### src/rtl/kp_voice_allocator.sv
// Polyphonic note scheduler for Karplus-Strong string voices: accepts note
// requests, picks a free voice (or steals the one nearest expiry), loads its
// length/octave and fires an active-low trigger pulse on it.
module kp_voice_allocator #(
    parameter int unsigned NUM_VOICES  = 4,
    parameter int unsigned LIFE_W      = 8,
    parameter int unsigned HOLD_TICKS  = 200,
    parameter int unsigned TRIG_CYCLES = 16,
    parameter int unsigned GAP_CYCLES  = 16
) (
    input  logic                    clk,
    input  logic                    reset,
    input  logic                    tick,
    input  logic                    note_valid,
    output logic                    note_ready,
    input  logic [8:0]              note_len,
    input  logic [1:0]              note_oct,
    output logic [NUM_VOICES-1:0]   voice_trig_n,
    output logic [9*NUM_VOICES-1:0] voice_len,
    output logic [2*NUM_VOICES-1:0] voice_oct,
    output logic [NUM_VOICES-1:0]   voice_busy,
    output logic [2:0]              alloc_idx,
    output logic                    stole,
    output logic                    drop
);

    localparam int unsigned CntMax = (TRIG_CYCLES > GAP_CYCLES) ? TRIG_CYCLES : GAP_CYCLES;
    localparam int unsigned CntW   = $clog2(CntMax + 2);
    localparam logic [LIFE_W-1:0] Hold = LIFE_W'(HOLD_TICKS);

    typedef enum logic [2:0] {StIdle, StSelect, StAssign, StTrig, StGap} state_e;

    state_e                  state_q, state_d;
    logic [CntW-1:0]         cnt_q, cnt_d;
    logic [8:0]              req_len_q;
    logic [1:0]              req_oct_q;
    logic [2:0]              sel_q;
    logic [2:0]              alloc_q;
    logic                    stole_q;
    logic                    drop_q;
    logic [NUM_VOICES-1:0]   trig_n_q, trig_n_d;
    logic [LIFE_W-1:0]       life_q [NUM_VOICES];
    logic [LIFE_W-1:0]       life_d [NUM_VOICES];
    logic [8:0]              len_q  [NUM_VOICES];
    logic [1:0]              oct_q  [NUM_VOICES];

    logic                    xfer;
    logic                    free_found;
    logic [2:0]              pick_free;
    logic [2:0]              pick_min;
    logic [LIFE_W-1:0]       min_life;

    assign xfer = note_valid & note_ready;

    // Voice choice: lowest-index idle voice, else smallest life (ties to lowest index)
    always_comb begin
        free_found = 1'b0;
        pick_free  = 3'd0;
        pick_min   = 3'd0;
        min_life   = life_q[0];
        for (int i = int'(NUM_VOICES) - 1; i >= 0; i--) begin
            if (life_q[i] == '0) begin
                free_found = 1'b1;
                pick_free  = 3'(i);
            end
        end
        for (int i = 1; i < int'(NUM_VOICES); i++) begin
            if (life_q[i] < min_life) begin
                min_life = life_q[i];
                pick_min = 3'(i);
            end
        end
    end

    // FSM state and phase counter register
    always_ff @(posedge clk or posedge reset) begin
        if (reset) begin
            state_q <= StIdle;
            cnt_q   <= '0;
        end else begin
            state_q <= state_d;
            cnt_q   <= cnt_d;
        end
    end

    // Next-state logic; GAP runs one extra cycle because the trigger output
    // is registered and is still low during the first GAP cycle
    always_comb begin
        state_d = state_q;
        cnt_d   = cnt_q;
        unique case (state_q)
            StIdle:   if (xfer && note_len != 9'd0) state_d = StSelect;
            StSelect: state_d = StAssign;
            StAssign: begin
                state_d = StTrig;
                cnt_d   = '0;
            end
            StTrig: begin
                if (cnt_q == CntW'(TRIG_CYCLES - 1)) begin
                    state_d = StGap;
                    cnt_d   = '0;
                end else begin
                    cnt_d = cnt_q + 1'b1;
                end
            end
            StGap: begin
                if (cnt_q == CntW'(GAP_CYCLES)) begin
                    state_d = StIdle;
                    cnt_d   = '0;
                end else begin
                    cnt_d = cnt_q + 1'b1;
                end
            end
            default: state_d = StIdle;
        endcase
    end

    // Output decode: ready in IDLE, one trigger lane low while in TRIG
    always_comb begin
        note_ready = (state_q == StIdle);
        trig_n_d   = '1;
        for (int i = 0; i < int'(NUM_VOICES); i++) begin
            if (state_q == StTrig && sel_q == 3'(i)) trig_n_d[i] = 1'b0;
        end
    end

    // Life counters: ASSIGN load beats a coincident tick; decrement saturates at 0
    always_comb begin
        for (int i = 0; i < int'(NUM_VOICES); i++) begin
            life_d[i] = life_q[i];
            if (state_q == StAssign && sel_q == 3'(i)) begin
                life_d[i] = Hold;
            end else if (tick && life_q[i] != '0) begin
                life_d[i] = life_q[i] - 1'b1;
            end
        end
    end

    // Datapath registers: request latch, selection, per-voice settings, pulses
    always_ff @(posedge clk or posedge reset) begin
        if (reset) begin
            req_len_q <= '0;
            req_oct_q <= '0;
            sel_q     <= '0;
            alloc_q   <= '0;
            stole_q   <= 1'b0;
            drop_q    <= 1'b0;
            trig_n_q  <= '1;
            for (int i = 0; i < int'(NUM_VOICES); i++) begin
                life_q[i] <= '0;
                len_q[i]  <= '0;
                oct_q[i]  <= '0;
            end
        end else begin
            trig_n_q <= trig_n_d;
            drop_q   <= xfer && (note_len == 9'd0);
            stole_q  <= (state_q == StSelect) && !free_found;
            if (xfer) begin
                req_len_q <= note_len;
                req_oct_q <= note_oct;
            end
            if (state_q == StSelect) sel_q <= free_found ? pick_free : pick_min;
            if (state_q == StAssign) alloc_q <= sel_q;
            for (int i = 0; i < int'(NUM_VOICES); i++) begin
                life_q[i] <= life_d[i];
                if (state_q == StAssign && sel_q == 3'(i)) begin
                    len_q[i] <= req_len_q;
                    oct_q[i] <= req_oct_q;
                end
            end
        end
    end

    // Flatten per-voice state onto the output buses
    always_comb begin
        for (int i = 0; i < int'(NUM_VOICES); i++) begin
            voice_len[9*i +: 9] = len_q[i];
            voice_oct[2*i +: 2] = oct_q[i];
            voice_busy[i]       = (life_q[i] != '0);
        end
    end

    assign voice_trig_n = trig_n_q;
    assign alloc_idx    = alloc_q;
    assign stole        = stole_q;
    assign drop         = drop_q;

endmodule

### config.mk
export PLATFORM = sky130hd
export DESIGN_NAME = kp_voice_allocator
export DESIGN_NICKNAME = d
export VERILOG_FILES = /design/src/rtl/kp_voice_allocator.sv
export SDC_FILE = /design/constraint.sdc
export NUM_CORES = 1
export LEC_CHECK = 0
export BUFFER_PORTS_ARGS = -buffer_cell sky130_fd_sc_hd__clkbuf_2
export CAP_MARGIN = 20
export CORE_ASPECT_RATIO = 0.8
export CORE_MARGIN = 2
export CORE_UTILIZATION = 40
export CTS_BUF_LIST = sky130_fd_sc_hd__clkbuf_16
export DETAILED_ROUTE_END_ITERATION = 7
export GPL_TIMING_DRIVEN = 0
export HOLD_SLACK_MARGIN = 0.08
export PLACE_DENSITY = 0.66
export SLEW_MARGIN = 20
export SYNTH_ARGS = -nofsm -noshare
export SYNTH_HDL_FRONTEND = slang
export SYNTH_SLANG_ARGS = --single-unit
export TNS_END_PERCENT = 10
### constraint.sdc
create_clock -name clk -period 6.8 [get_ports clk]
set_input_delay 0.34 -clock clk [delete_from_list [all_inputs] [get_ports clk]]
set_output_delay 0.34 -clock clk [all_outputs]
set_load 0.01 [all_outputs]
==> impl_metrics.yaml <==
global_route:
  grt_pass1_vias: 4129
  track_usage_pct: 19.3
  antenna_found_initial: 0
  grt_max_degree: 69
  grt_overflow: 0
  grt_first_pass_wirelength_mm: 21.3
outcome:
  status: "finished clean"
yosys:
  synthCells: 568
  yosys.area.top_type_share_pct: 47.7
  ys_ff_latch: 105
  synth_flop_cell: "dfrtp_1"
  ys_top_cells_by_area: "dfrtp_1 (48%), nand2_1 (12%), ha_1 (7.1%), mux2_2 (4.3%), xnor2_1 (3.0%)"
  yosys_warnings: 0
  yosysSeqAreaShare_pct: 49.7
  async_flop_share_pct: 100
  syn_nets: 613
  yosys.area.top_type: "dfrtp_1"
  synth-edff-count: 0
  synth.distinct_cells: 46
  netlist_area_sq_mm: 0.00530
  avgSynthCellArea_sq_um: 9.33
floorplanning:
  rows: 37
  dieArea_sq_mm: 0.0142
  die_w_um: 133
  start_util_pct: 41.0
  ios: 73
  coreArea_sq_mm: 0.0129
  fp.dieH_um: 107
routing:
  remaining_drc_errors: 0
  dr.pass1.iters: 5
  antenna_left: 0
  routed_wl_mm: 13.0
  via_per_inst: 5.08
  vias: 4229
  drt_iter0_drc: 288
  wl_per_cell_um: 15.7
min_path:
  hold_depth: 2
  hp-class: "in2reg"
  min_from: "note_oct[1]"
cts:
  clock-sinks: 105
  cts_setup_buffers: 0
  cts_buffer_depth: 2
  cts_buffers: 9
  cts.reportedPaths.clkPinSlew_ps: 70
  cts.htree.levels: 3
  insertion_delay_ps: 350
  clockRootBuffer: "clkbuf_16"
  tritoncts: "built"
critical_path:
  cpMostUsedCell: "ha_1"
  worstPathCellList: "inv_1, ha_1, a2111o_1, a31oi_1, buf_6, mux2i_1, ha_1, a21oi_1, o21ai_0, nor3_1, a21boi_4, mux2_2, ha_1, a21o_1, a211oi_1, nand2_1, o21ai_0, o211ai_1, a41oi_1"
  cp_max_fo: 9
  cp.depth: 19
  rrSetupSlack_ps: 1890
  r2r-start: "life_q[26]"
  path_delay_family: "compound AO/OA/AOI/OAI gates"
  critPathLaunch: "life_q[26]"
  worst-path-buf-inv: 2
  cp_data_arrival_time_ps: 5170
  cp_slowest_cell: "dfrtp_1"
  worstPathRequired_ps: 7060
  max_stage_delay_ps: 450
  crit_type: "reg2reg"
  r2r_cells: 19
  crit_path_end_kind: "flip-flop"
  critical_path.startpoint_type: "flip-flop"
timing:
  maxSlewViolCount: 0
  tns_ps: 0
  setup_viol: 0
  setup_slack_ps: 1890
  tightest_slew_ps: 679
  hold_viol: 0
  fin_crit_ps: 4910
  max_freq_mhz: 204
  timing.hold.ws_ps: 234
  finalClockSkew_ps: 6.54
  rsz0062_at_grt: "no"
  period_share_pct: 72.2
  slew_headroom_pct: 54.4
layout:
  nFillCells: 1238
  drive_above_1_share_pct: 17.7
  syn_to_final_growth_pct: 16.7
  n_antenna_cell: 0
  nNetsFinal: 697
power_and_ir_drop:
  ir_drop_uv: 220
  power_switching_mw: 1.32
  power.share.clock_pct: 15.1
  p_int_mw: 1.81
  leakage_nw: 3.13
  combinationalPowerShare_pct: 48.3
  total_power_mw: 3.12
  seqPwrFrac_pct: 36.6
  p_sw_share_pct: 42.1
  p_per_area_mw_per_mm2: 505
placement:
  port_buffers: 71
  post-place-ws_ps: 1990
  dp_hpwl_mm: 9.85
  gp_congestion: 0.902
flow_run:
  maxCapViolations: 0
==> cell families after synthesis <==
kind of cell / share of synthesized area (%)
AND/OR/NAND/NOR: 22.4
flip-flops: 49.7
AO/OA/AOI/OAI: 7.51
buffers and inverters: 3.83
adder cells (fa/ha/maj): 7.08
multiplexers: 5.76
XOR/XNOR: 3.64
other: 0.0708
==> cell usage after synthesis, types with 2 or more instances <==
cell type,instances
a31oi_1,4
nor4_1,11
a22o_1,2
and3_1,4
dfstp_2,4
o21ai_0,21
nand2_1,163
clkbuf_1,19
a211oi_1,4
or4_1,3
ha_1,30
dfrtp_1,101
nand4_1,5
inv_1,30
xnor2_1,18
a21o_1,3
or3_1,7
a21oi_1,15
nor3b_1,3
nor3_1,8
mux2_2,20
a211o_1,2
xor2_1,4
nand2b_1,7
nor2_1,34
nand3_1,14
and2_1,2
mux2i_1,8
nor2b_1,5
==> power groups by stage <==
stage | registers [mW] | clock network, mW | logic [mW]
floorplan | 1.11 | 0 | 1.07
global placement | 1.14 | 0 | 1.43
detailed placement | 1.15 | 0 | 1.50
CTS | 1.14 | 0.481 | 1.51
global route | 1.18 | 0.512 | 1.70
finish | 1.14 | 0.473 | 1.51
==> layout by cell type, fill, tap and decap left out, types with 2 or more instances in the layout <==
master and n:
clkinv_1 3, mux2_2 20, nor4_1 10, xnor2_1 18, and2_1 2, clkbuf_1 19
and3_1 4, nor2b_1 5, a211o_1 2, nor3_1 8, inv_1 29, dfstp_2 4
o21ai_0 21, dfrtp_1 101, a21o_1 3, clkinv_2 2, or3_1 7, a211oi_1 4
nor3b_1 3, clkbuf_2 71, nand2b_1 7, nand4_1 5, nand3_1 14, or4_1 3
a31oi_1 4, nor2_1 34, nand2_1 163, xor2_1 4, clkbuf_16 9, a22o_1 2
mux2i_1 8, a21oi_1 15, ha_1 30
==> layout make-up <==
cell class / instances / area [sq um] / area share (%)
flip-flops and latches: 105 / 2630 / 42.6
multi-input cells: 412 / 2470 / 39.9
inverters: 30 / 118 / 1.90
repair buffers: 73 / 393 / 6.35
plain buffers: 21 / 90.1 / 1.46
well taps: 175 / 219 / 3.54
clock inverters: 7 / 37.5 / 0.607
clock buffers: 9 / 225 / 3.64
==> what timing repair did <==
item	4_1_cts	5_1_grt
hold buffers	1	0
gates resized for setup	0	0
hold endpoints to repair	37	0
==> layer usage <==
layer | part of all wire (%) | routed length [um] | GRT usage (%) | vias up
met5 | 0 | 0 | 0 | -
li1 | - | - | - | 2069
met3 | 7.2 | 933 | 4.82 | 9
met2 | 45 | 5870 | 29.2 | 107
met4 | 1.0 | 133 | 4.61 | 0
met1 | 47 | 6090 | 27.9 | 2044
==> flip-flops by register name (all words and copies together) (netlist names) <==
register	flops
life_q	32
state_q	3
sel_q	2
drop	1
voice_len	36
cnt_q	5
req_len_q	9
stole	1
voice_oct	8
req_oct_q	2
alloc_idx	2
voice_trig_n	4
==> stage by stage <==
| step | instance area, sq um | util, % | cells |
|---|---|---|---|
| after floorplan | 5300 | - | 568 |
| after global placement | 5870 | 45.5 | 814 |
| after detailed placement | 5910 | 45.7 | 815 |
| after CTS | 6180 | 47.8 | 832 |
| after global routing | 6180 | 47.9 | 832 |
| final | 6180 | 47.9 | 832 |
==> worst paths after layout <==
path / endpoint
worst max-delay path: sel_q[0]
worst min-delay path: req_oct_q[1]
worst max register to register: sel_q[0]
worst min register to register: voice_oct[5]
max in group asynchronous: voice_trig_n[2]
min in group asynchronous: voice_len[4]
Power figures use the tool's default switching activity.
